## src/rtl/xor_cipher_pkg.sv

```systemverilog
// Shared types, default constants and the unrolled Galois LFSR step used by
// the multi-channel XOR stream cipher.
package xor_cipher_pkg;

  // Controller states: LOAD seeds the keystreams, RUN ciphers beats, and CFG
  // shifts a new key in over the serial chain.
  typedef enum logic [1:0] {
    ST_LOAD = 2'd0,
    ST_RUN  = 2'd1,
    ST_CFG  = 2'd2
  } state_t;

  localparam logic [31:0] TAPS_DEFAULT    = 32'h8020_0003;
  localparam logic [31:0] KEY_RST_DEFAULT = 32'h0000_0000;

  // Widest LFSR the step helper supports. Narrower LFSRs are zero-extended.
  // Because the upper bits of both the state and the taps are zero, those
  // bits stay zero after a right shift.
  localparam int MAX_M = 64;

  typedef struct packed {
    logic [MAX_M-1:0] next_state;
    logic [MAX_M-1:0] ks;
  } lfsr_step_t;

  // Advance a right-shifting Galois LFSR by w steps. Bit i of ks is the
  // output bit s[0] of step i. next_state is the state after all w steps.
  function automatic lfsr_step_t lfsr_step_w(input logic [MAX_M-1:0] state,
                                             input logic [MAX_M-1:0] taps,
                                             input int               w);
    lfsr_step_t       r;
    logic [MAX_M-1:0] s;
    logic             b;
    s    = state;
    r.ks = '0;
    for (int i = 0; i < MAX_M; i++) begin
      if (i < w) begin
        b       = s[0];
        r.ks[i] = b;
        s       = (s >> 1) ^ (b ? taps : '0);
      end
    end
    r.next_state = s;
    return r;
  endfunction

endpackage

```

## src/rtl/xor_stream_cipher_mc_if.sv

```systemverilog
// Per-channel streaming bus of the multi-channel XOR cipher.
//
// Handshake: each channel c has its own valid/ready pair on both sides. A beat
// transfers on a rising clk edge exactly when valid[c] and ready[c] are both
// high. Once a producer raises valid, it holds both valid and data stable
// until that transfer happens. The ready signal may depend combinationally on
// the consumer's own state. Channels never wait on one another.
interface xor_stream_cipher_mc_if #(
  parameter int N = 2,
  parameter int W = 8
);
  logic [N-1:0]   in_valid;
  logic [N*W-1:0] in_data;
  logic [N-1:0]   in_ready;
  logic [N-1:0]   out_valid;
  logic [N*W-1:0] out_data;
  logic [N-1:0]   out_ready;

  // Traffic source/sink around the cipher.
  modport master (
    output in_valid, in_data, out_ready,
    input  in_ready, out_valid, out_data
  );

  // The cipher itself.
  modport slave (
    input  in_valid, in_data, out_ready,
    output in_ready, out_valid, out_data
  );
endinterface

```

## src/rtl/xor_cipher_lane.sv

```systemverilog
// One cipher channel. It holds the channel's keystream LFSR, XORs each
// accepted beat with the next W keystream bits, and keeps a single registered
// output slot with valid/ready flow control.
module xor_cipher_lane
  import xor_cipher_pkg::*;
#(
  parameter int          M    = 32,
  parameter int          W    = 8,
  parameter logic [M-1:0] TAPS = M'(TAPS_DEFAULT)
) (
  input  logic         clk,
  input  logic         rst_n,
  input  logic         load,       // reseed the LFSR from seed this cycle
  input  logic         run_en,     // controller allows new beats this cycle
  input  logic         bypass,     // pass accepted beats through unciphered
  input  logic [M-1:0] seed,
  input  logic         in_valid,
  input  logic [W-1:0] in_data,
  output logic         in_ready,
  output logic         out_valid,
  output logic [W-1:0] out_data,
  input  logic         out_ready
);

  lfsr_step_t   step;
  logic [M-1:0] lfsr;
  logic         accept;
  logic         unused_step;

  assign step        = lfsr_step_w(MAX_M'(lfsr), MAX_M'(TAPS), W);
  assign unused_step = ^step;

  // The slot can take a beat when it is empty or is being emptied this cycle.
  assign in_ready = run_en & (~out_valid | out_ready);
  assign accept   = in_valid & in_ready;

  // The keystream register moves only on a reseed or on a ciphered beat.
  always_ff @(posedge clk) begin
    if (!rst_n) begin
      lfsr <= '0;
    end else if (load) begin
      lfsr <= seed;
    end else if (accept && !bypass) begin
      lfsr <= step.next_state[M-1:0];
    end
  end

  // Output slot: it fills on accept, drains on out_ready, and otherwise holds.
  always_ff @(posedge clk) begin
    if (!rst_n) begin
      out_valid <= 1'b0;
      out_data  <= '0;
    end else if (accept) begin
      out_valid <= 1'b1;
      out_data  <= bypass ? in_data : (in_data ^ step.ks[W-1:0]);
    end else if (out_ready) begin
      out_valid <= 1'b0;
    end
  end

endmodule

```

## src/rtl/xor_stream_cipher_mc.sv

```systemverilog
// Multi-channel XOR stream cipher top.
//
// A single M-bit key is shifted in MSB-first over cfg_en/cfg_i and appears
// daisy-chained on cfg_o. Each channel c seeds its own Galois LFSR from
// key ^ (c+1), where an all-zero seed is replaced by 1. Encrypt and decrypt
// are the same operation.
//
// Optional build macro XOR_CIPHER_BYPASS_EN adds a 'bypass' input. While
// bypass is high, accepted beats pass through unciphered and the LFSRs hold.
module xor_stream_cipher_mc
  import xor_cipher_pkg::*;
#(
  parameter int           M       = 32,
  parameter int           W       = 8,
  parameter int           N       = 2,
  parameter logic [M-1:0] TAPS    = M'(TAPS_DEFAULT),
  parameter logic [M-1:0] KEY_RST = M'(KEY_RST_DEFAULT),
  parameter int           HB_DIV  = 20
) (
  input  logic                  clk,
  input  logic                  rst_n,
  input  logic                  cfg_en,
  input  logic                  cfg_i,
  output logic                  cfg_o,
  input  logic                  sync,
`ifdef XOR_CIPHER_BYPASS_EN
  input  logic                  bypass,
`endif
  xor_stream_cipher_mc_if.slave bus,
  output logic                  busy,
  output logic [2:0]            heartbeat,
  output state_t                fsm_state
);

  state_t            state;
  logic [M-1:0]      key;
  logic [HB_DIV+2:0] hb_cnt;
  logic              load;
  logic              run_en;
  logic              bypass_int;
  logic [N-1:0]      in_ready_v;
  logic [N-1:0]      out_valid_v;
  logic [N*W-1:0]    out_data_v;

`ifdef XOR_CIPHER_BYPASS_EN
  assign bypass_int = bypass;
`else
  assign bypass_int = 1'b0;
`endif

  // Controller FSM plus key shift register. A cfg_en cycle shifts the key in
  // whatever state the controller is in, so N cfg_en cycles load N key bits.
  always_ff @(posedge clk) begin
    if (!rst_n) begin
      state <= ST_LOAD;
      key   <= KEY_RST;
    end else begin
      if (cfg_en) begin
        key <= {key[M-2:0], cfg_i};
      end
      case (state)
        ST_LOAD: state <= ST_RUN;
        ST_RUN:  if (cfg_en) state <= ST_CFG;
        ST_CFG:  if (!cfg_en) state <= ST_LOAD;
        default: state <= ST_LOAD;
      endcase
    end
  end

  // Free-running heartbeat counter. Its top three bits are exported.
  always_ff @(posedge clk) begin
    if (!rst_n) begin
      hb_cnt <= '0;
    end else begin
      hb_cnt <= hb_cnt + 1'b1;
    end
  end

  // LFSRs are reseeded in LOAD and on a sync pulse in RUN. cfg_en outranks
  // sync, and no channel accepts a beat during a cfg_en or sync cycle.
  assign load      = (state == ST_LOAD) | ((state == ST_RUN) & sync & ~cfg_en);
  assign run_en    = (state == ST_RUN) & ~cfg_en & ~sync;
  assign busy      = (state == ST_LOAD) | (state == ST_CFG);
  assign cfg_o     = key[M-1];
  assign heartbeat = hb_cnt[HB_DIV+2:HB_DIV];
  assign fsm_state = state;

  for (genvar c = 0; c < N; c++) begin : g_lane
    logic [M-1:0] seed_raw;
    logic [M-1:0] seed;

    assign seed_raw = key ^ M'(c + 1);
    assign seed     = (seed_raw == '0) ? M'(1) : seed_raw;

    xor_cipher_lane #(
      .M   (M),
      .W   (W),
      .TAPS(TAPS)
    ) u_lane (
      .clk      (clk),
      .rst_n    (rst_n),
      .load     (load),
      .run_en   (run_en),
      .bypass   (bypass_int),
      .seed     (seed),
      .in_valid (bus.in_valid[c]),
      .in_data  (bus.in_data[c*W +: W]),
      .in_ready (in_ready_v[c]),
      .out_valid(out_valid_v[c]),
      .out_data (out_data_v[c*W +: W]),
      .out_ready(bus.out_ready[c])
    );
  end

  assign bus.in_ready  = in_ready_v;
  assign bus.out_valid = out_valid_v;
  assign bus.out_data  = out_data_v;

endmodule

```

## src/flat_wrapper.sv

```systemverilog
// flat-port wrapper written by rule: the top's interface ports become plain ports
module xor_stream_cipher_mc_flat import xor_cipher_pkg::*;
#(
  parameter int           M       = 32,
  parameter int           W       = 8,
  parameter int           N       = 2,
  parameter logic [M-1:0] TAPS    = M'(TAPS_DEFAULT),
  parameter logic [M-1:0] KEY_RST = M'(KEY_RST_DEFAULT),
  parameter int           HB_DIV  = 20
)
  (clk, rst_n, cfg_en, cfg_i, cfg_o, sync, busy, heartbeat, fsm_state, bus_in_valid, bus_in_data, bus_out_ready, bus_in_ready, bus_out_valid, bus_out_data);
  xor_stream_cipher_mc_if #(.N(N), .W(W)) bus_i ();
  input  logic clk;
  input  logic rst_n;
  input  logic cfg_en;
  input  logic cfg_i;
  output logic cfg_o;
  input  logic sync;
  output logic busy;
  output logic [2:0] heartbeat;
  output state_t fsm_state;
  input wire logic [$bits(bus_i.in_valid)-1:0] bus_in_valid;
  input wire logic [$bits(bus_i.in_data)-1:0] bus_in_data;
  input wire logic [$bits(bus_i.out_ready)-1:0] bus_out_ready;
  output wire logic [$bits(bus_i.in_ready)-1:0] bus_in_ready;
  output wire logic [$bits(bus_i.out_valid)-1:0] bus_out_valid;
  output wire logic [$bits(bus_i.out_data)-1:0] bus_out_data;
  assign bus_i.in_valid = bus_in_valid;
  assign bus_i.in_data = bus_in_data;
  assign bus_i.out_ready = bus_out_ready;
  assign bus_in_ready = bus_i.in_ready;
  assign bus_out_valid = bus_i.out_valid;
  assign bus_out_data = bus_i.out_data;
  xor_stream_cipher_mc #(.M(M), .W(W), .N(N), .TAPS(TAPS), .KEY_RST(KEY_RST), .HB_DIV(HB_DIV)) u_core (.clk(clk), .rst_n(rst_n), .cfg_en(cfg_en), .cfg_i(cfg_i), .cfg_o(cfg_o), .sync(sync), .bus(bus_i), .busy(busy), .heartbeat(heartbeat), .fsm_state(fsm_state));
endmodule
```

## config.mk

```make
export PLATFORM = sky130hd
export DESIGN_NAME = xor_stream_cipher_mc_flat
export DESIGN_NICKNAME = d
export VERILOG_FILES = /design/src/rtl/xor_cipher_pkg.sv /design/src/rtl/xor_stream_cipher_mc_if.sv /design/src/rtl/xor_cipher_lane.sv /design/src/rtl/xor_stream_cipher_mc.sv /design/src/flat_wrapper.sv
export SDC_FILE = /design/constraint.sdc
export NUM_CORES = 1
export LEC_CHECK = 0
export ABC_AREA = 1
export BUFFER_PORTS_ARGS = -buffer_cell sky130_fd_sc_hd__buf_2
export CAP_MARGIN = 20
export CELL_PAD_IN_SITES_DETAIL_PLACEMENT = 2
export CELL_PAD_IN_SITES_GLOBAL_PLACEMENT = 2
export CORE_UTILIZATION = 38
export CTS_CLUSTER_DIAMETER = 100
export CTS_CLUSTER_SIZE = 14
export DETAILED_ROUTE_END_ITERATION = 6
export PLACE_DENSITY = 0.89
export SLEW_MARGIN = 40
export SYNTH_ARGS = -nofsm -noshare
export SYNTH_HDL_FRONTEND = slang
export SYNTH_SLANG_ARGS = --single-unit
export TNS_END_PERCENT = 50
```

## constraint.sdc

```tcl
create_clock -name clk -period 4.5 [get_ports clk]
set_input_delay 0.9 -clock clk [delete_from_list [all_inputs] [get_ports clk]]
set_output_delay 0.9 -clock clk [all_outputs]
set_load 0.02 [all_outputs]
```

# ---- Word-level counts from Yosys, hierarchy flattened
# Index checks and enable logic that the tools add are counted.
dict set report word_totals {
  register_bits 139
  in_bits 25
  word_cells 87
}
dict set report op_classes {
  n_addsub 1
  eq_ne 4
  muxes 29
  bitwise 36
  n_reduce_logical 8
}
# cell n
set ops {}
lappend ops {{2-to-1 mux 32 bit} 22}
lappend ops {{XOR 31 x 32 -> 32 bit} 16}
lappend ops {{logical NOT 32 bit} 2}
lappend ops {{adder 23 x 1 -> 23 bit, second input constant} 1}
lappend ops {{XOR 8 bit} 2}
lappend ops {{bitwise AND 1 bit} 8}
lappend ops {{nonzero test 2 bit} 4}
lappend ops {{inverter 1 bit} 6}
lappend ops {{one-hot mux 2 bit (3 select lines)} 1}
lappend ops {{2-to-1 mux 1 bit} 4}
lappend ops {{2-to-1 mux 2 bit} 2}
lappend ops {{inequality test 2 bit, second input constant} 2}
lappend ops {{OR 1 bit} 4}
lappend ops {{== test 2 x 1 -> 1 bit, second input constant} 1}
lappend ops {{== test 2 bit, second input constant} 1}
lappend ops {{logical NOT 2 bit} 1}
lappend ops {{AND reduction 2 bit} 1}

# ---- Longest topological paths before layout
dict set report logic_depth {
  ltp_word 18
  ltp_mapped 17
  mapped_depth_nobuf 16
}

# ---- By module
# A second synthesis with hierarchy kept.
dict set report hier_totals {
  hier_cells 1026
  hier_area_um2 7248.2
}
# mod instances cells_each area_each_um2 seq_area_each_um2
set modules_own_cells {}
lappend modules_own_cells {xor_stream_cipher_mc 1 404 2772.7 1141.1}
lappend modules_own_cells {{xor_cipher_lane (u_core.g_lane[1].u_lane)} 1 321 2294.7 820.8}
lappend modules_own_cells {{xor_cipher_lane (u_core.g_lane[0].u_lane)} 1 301 2180.8 820.8}

# ---- Worst setup path after synthesis
# OpenSTA, ideal clock, no wires.
dict set report synth_timing {
  path_kind {input -> output}
  start {in cfg_en}
  end {out bus_in_ready[1]}
  t_arrival_ps 1613
  required_ps 3600
  slack_ps 1987
  cell_stages 5
  cell_sequence {buf_2 -> nor3_4 -> nand2_1 -> nor2_1 -> buf_4}
}
dict set report synth_between {
  elab_chain_len 4
}
# item line_no
set synth_lines {}
lappend synth_lines {{start: declaration} flat_wrapper.sv:15} ;# input logic cfg_en;
lappend synth_lines {{inverter 1 bit} xor_stream_cipher_mc.sv:82} ;# assign run_en = (state == ST_RUN) & ~cfg_en & ~sync;
lappend synth_lines {{bitwise AND 1 bit (2 in a row)} xor_stream_cipher_mc.sv:82}
lappend synth_lines {{bitwise AND 1 bit} xor_cipher_lane.sv:34} ;# assign in_ready = run_en & (~out_valid | out_ready);
lappend synth_lines {{end: declaration} flat_wrapper.sv:25} ;# output wire logic [$bits(bus_i.in_ready)-1:0] bus_in_ready;
# Every way passes these cells.

# ---- Worst setup path in the final report
dict set report layout_timing {
  start {in cfg_en}
  end {reg u_core.g_lane[0].u_lane.lfsr[15]}
}
dict set report layout_between {
  elab_chain_len 6
  elab_cells_between_ends 9
}
# item line_no
set layout_lines {}
lappend layout_lines {{inverter 1 bit *} {xor_stream_cipher_mc.sv:81, xor_stream_cipher_mc.sv:82}}
lappend layout_lines {{bitwise AND 1 bit (2 in a row)} xor_stream_cipher_mc.sv:82}
lappend layout_lines {{bitwise AND 1 bit} xor_cipher_lane.sv:34}
lappend layout_lines {{bitwise AND 1 bit} xor_cipher_lane.sv:35} ;# assign accept = in_valid & in_ready;
lappend layout_lines {{nonzero test 2 bit (no line)} n/a}
lappend layout_lines {{end signal: assignment} xor_cipher_lane.sv:44} ;# lfsr <= step.next_state[M-1:0];
lappend layout_lines {{end: declaration} xor_cipher_lane.sv:26} ;# logic [M-1:0] lfsr;
# Mark *: on every way between the ends. The rest lies on a longest branch, timed or not.
# A chain may end at the register's enable or synchronous reset.

==> impl_results.md <==
- DRC violations left: 0
- F_max: ~290 MHz
- Sequential area share after synthesis: a little over two fifths
- Fill cell count: approximately 1,800
- Register area: ~2800 µm²
- Critical Path AT: 3830 ps
- CP Capture Point: u_core.g_lane[0].u_lane.lfsr[15]$_SDFFE_PN0P_
- Seq pwr share: 36.6%
- Static leakage: between 3 and 4 nW
- TritonCTS buffer count: 17
- DR pass1 iterations: 5
- # setup viols final: 0
- Nets@finish: 890
- Initial antenna violation count: 0
- Clock-pin slew on the worst setup and hold paths: ~60 ps
- Setup slack, reg-to-reg: between 1000 and 1500 ps
- Largest net degree at the start of global routing: 97
- Comb power frac: a little under a quarter
- Post-placement cell count: 1,061
- Max-slew headroom: a little under half
- Cell Rows: 46
- Total Routed Length: between 20 and 30 mm
- Mean Syn Cell Area: between 7 and 8 µm²
- # clock sinks: roughly 140
- Vias in the first global route: between 7,000 and 8,000
- Max clock buf depth: 2
- Floorplan Core Area: 16,120 µm²
- R2R depth: 11
- Worst Setup End Kind: register
- Final TNS setup: 0 ps
- PostCTS Resize Cnt: 0
- Crit path time final: approximately 3500 ps
- Syn Nets: between 800 and 900
- Synth Instances: 840
- Ys flop type: dfxtp_1
- #FFs+latches synth: 139
- WHS: approximately 470 ps
- Reg-to-Reg Start: u_core.fsm_state[0]$_SDFFE_PN0P_
- N_diodes: 0
- CTS tree: done
- Peak VDD IR: about 330 µV
- Area Growth Syn to Fin: 15.33%
- Period utilization: between 70% and 80%
- Setup bufs post-CTS: 0
- Crit path from: cfg_en
- Post-synth EDFFs: 0
- H-tree Lvls: 4
- CP max FO: 32
- Area taken by multi-input logic gates: 3012 µm²
- Clk pwr share: 40.3%
- Global route total overflow: 0
- Status: finished, final reports clean
- Final clock skew: 11.96 ps
- Hold Crit Class: register to register
- RSZ-0062 raised after global routing: false
- Drt wl/cell: 25.49 µm
- Worst R2R End: u_core.g_lane[0].u_lane.lfsr[15]$_SDFFE_PN0P_
- IO Count: 52
- Fraction of registers with async set or reset after synthesis: 0%
- Ys Warns: 0
- Overall global routing resource usage: 33.31%
- Share of layout cells above drive strength 1: a little over an eighth
- Power per cell area: about 530 nW/µm²
- Area of the die: 17,250 µm²
- Worst-Margin Slew: just under 800 ps
- First-pass GRT wire length: 43.84 mm
- Via density: between 5 and 6
- Switching share of power: between 30 and 40%
- Post-route insts no fill: roughly 1,100
- Chip Height: between 100 and 150 µm
- Internal Power: 2.591 mW
- NetSw: ~1.3 mW
- Maxcap violations: 0
- CP startpoint kind: input pin
- Initial DRC count: ~440
- Fin. max-slew vios: 0
- Antenna-violating nets left: 0
- Vias: roughly 6,500
- Data required, critical path: ~4800 ps
- Hold Vio Cnt, Final: 0
- Die Width: roughly 130 µm
- GPL Wtd Cong: 0.8261
- PortBufs: between 50 and 60
- Synth cell types: 42
- Mapped cell area: 6359 µm²
- Hold buffers post-CTS: 0
- Clock Latency Late Sink: approximately 450 ps
- Critical path class: input pin to register
- Starting Density: 39.46%
- Root Driver: clkbuf_16
- Placed wire-length estimate: about 16 mm
power groups by stage:
| stage | Clock (mW) | Sequential, mW | Combinational, mW |
|---|---|---|---|
| after global routing | 1.63 | 1.44 | 0.969 |
| after floorplan | 0 | 1.42 | 0.575 |
| final | 1.58 | 1.43 | 0.905 |
| after detailed placement | 0 | 1.44 | 0.800 |
| after global placement | 0 | 1.43 | 0.742 |
| after CTS | 1.60 | 1.43 | 0.892 |
critical path, cell delays in order:
cell     delay, ps
buf_2          130
nor3_4         210
nand2_1        200
nor2_1         300
nand2_1        500
inv_2          430
nor2_1          70
buf_4          220
inv_2          400
o21ai_0        180
a31oi_1        280
placed cells by master (no fill, tap or decap), types with 3 or more instances in the layout:
cell type	n
a21oi_1	65
nand3b_1	6
a221oi_1	20
inv_2	5
o211ai_1	3
buf_2	51
nand3_1	40
xnor2_1	11
inv_1	75
clkinvlp_4	3
dfxtp_1	139
buf_4	6
nand2_1	98
o21ai_0	135
nor2_1	95
clkinv_2	7
a31oi_1	19
nand2_2	9
bufinv_16	5
nor4_1	7
nor3_1	11
xor2_1	18
nand4_1	7
clkbuf_16	17
Yosys cell counts, types with 2 or more instances:
| master | n | share of area (%) |
|---|---|---|
| a211oi_1 | 2 | 0.24 |
| a21oi_1 | 65 | 5.1 |
| a221oi_1 | 20 | 2.8 |
| a31oi_1 | 19 | 1.9 |
| buf_1 | 2 | 0.12 |
| buf_2 | 12 | 0.94 |
| buf_4 | 9 | 1.1 |
| clkbuf_1 | 29 | 1.7 |
| dfxtp_1 | 139 | 44 |
| inv_1 | 76 | 4.5 |
| inv_2 | 4 | 0.24 |
| nand2_1 | 98 | 5.8 |
| nand2_2 | 9 | 0.89 |
| nand3_1 | 40 | 3.1 |
| nand3b_1 | 6 | 0.71 |
| nand4_1 | 7 | 0.69 |
| nor2_1 | 95 | 5.6 |
| nor3_1 | 11 | 0.87 |
| nor3_4 | 2 | 0.51 |
| nor4_1 | 7 | 0.69 |
| o211ai_1 | 3 | 0.35 |
| o21a_1 | 2 | 0.24 |
| o21ai_0 | 135 | 11 |
| xnor2_1 | 11 | 1.5 |
| xnor3_1 | 2 | 0.71 |
| xor2_1 | 18 | 2.5 |
| xor2_2 | 2 | 0.51 |
routing by layer:
metal	routed length (µm)	track usage, %	vias to the layer above
met5	0	0	-
met4	1514	20.54	0
met3	1279	6.211	100
met2	13810	57.54	239
met1	11260	38.01	3281
li1	-	-	2873
cell type report:
type                            count  area share (%)
Timing Repair Buffer               58           4.248
Inverter                           83           4.317
Tap cell                          216           3.685
Sequential cell                   139           37.95
Clock buffer                       19           6.040
Clock inverter                     13           2.696
Multi-Input combinational cell    565           41.07
metrics by stage:
| step | total power [mW] | util [%] | cell area (µm²) | setup WS (ps) |
|---|---|---|---|---|
| 2_1_floorplan | 1.994 | - | 6359 | 1987 |
| 3_5_place_dp | 2.244 | 41.51 | 6689 | 747.5 |
| 3_3_place_gp | 2.175 | 41.50 | 6688 | 878.9 |
| 4_1_cts | 3.920 | 45.48 | 7330 | 1071 |
| 5_1_grt | 4.044 | 45.50 | 7333 | 801.7 |
| 6_report | 3.923 | 45.50 | 7333 | 1008 |
flip-flops by register name (all words and copies together), names as in the netlist:
signal                          count
u_core.g_lane.u_lane.lfsr          64
u_core.key                         32
u_core.hb_cnt                      23
u_core.g_lane.u_lane.out_data      16
u_core.fsm_state                    2
u_core.g_lane.u_lane.out_valid      2
kinds of logic (layout without fill, tap and decap cells):
| kind of cell | Yosys count | in the layout | share of synthesized area (%) |
|---|---|---|---|
| compound gates | 248 | 248 | 21.47 |
| xor+xnor | 36 | 36 | 6.218 |
| fa+ha+maj | 1 | 1 | 0.1967 |
| buf+inv | 136 | 173 | 8.874 |
| flops | 139 | 139 | 43.76 |
| simple gates | 280 | 280 | 19.48 |
worst min-delay path by stage:
| stage | start | endpoint | depth (start not counted) | slack [ps] |
|---|---|---|---|---|
| floorplan | u_core.hb_cnt[0]$_SDFF_PN0_ | u_core.hb_cnt[0]$_SDFF_PN0_ | 1 | 420 |
| global placement | u_core.hb_cnt[0]$_SDFF_PN0_ | u_core.hb_cnt[0]$_SDFF_PN0_ | 1 | 430 |
| detailed placement | u_core.hb_cnt[0]$_SDFF_PN0_ | u_core.hb_cnt[0]$_SDFF_PN0_ | 1 | 450 |
| CTS | u_core.hb_cnt[0]$_SDFF_PN0_ | u_core.hb_cnt[0]$_SDFF_PN0_ | 1 | 470 |
| global route | u_core.hb_cnt[0]$_SDFF_PN0_ | u_core.hb_cnt[0]$_SDFF_PN0_ | 1 | 500 |
| finish | u_core.hb_cnt[0]$_SDFF_PN0_ | u_core.hb_cnt[0]$_SDFF_PN0_ | 1 | 470 |
Power figures use the tool's default switching activity.
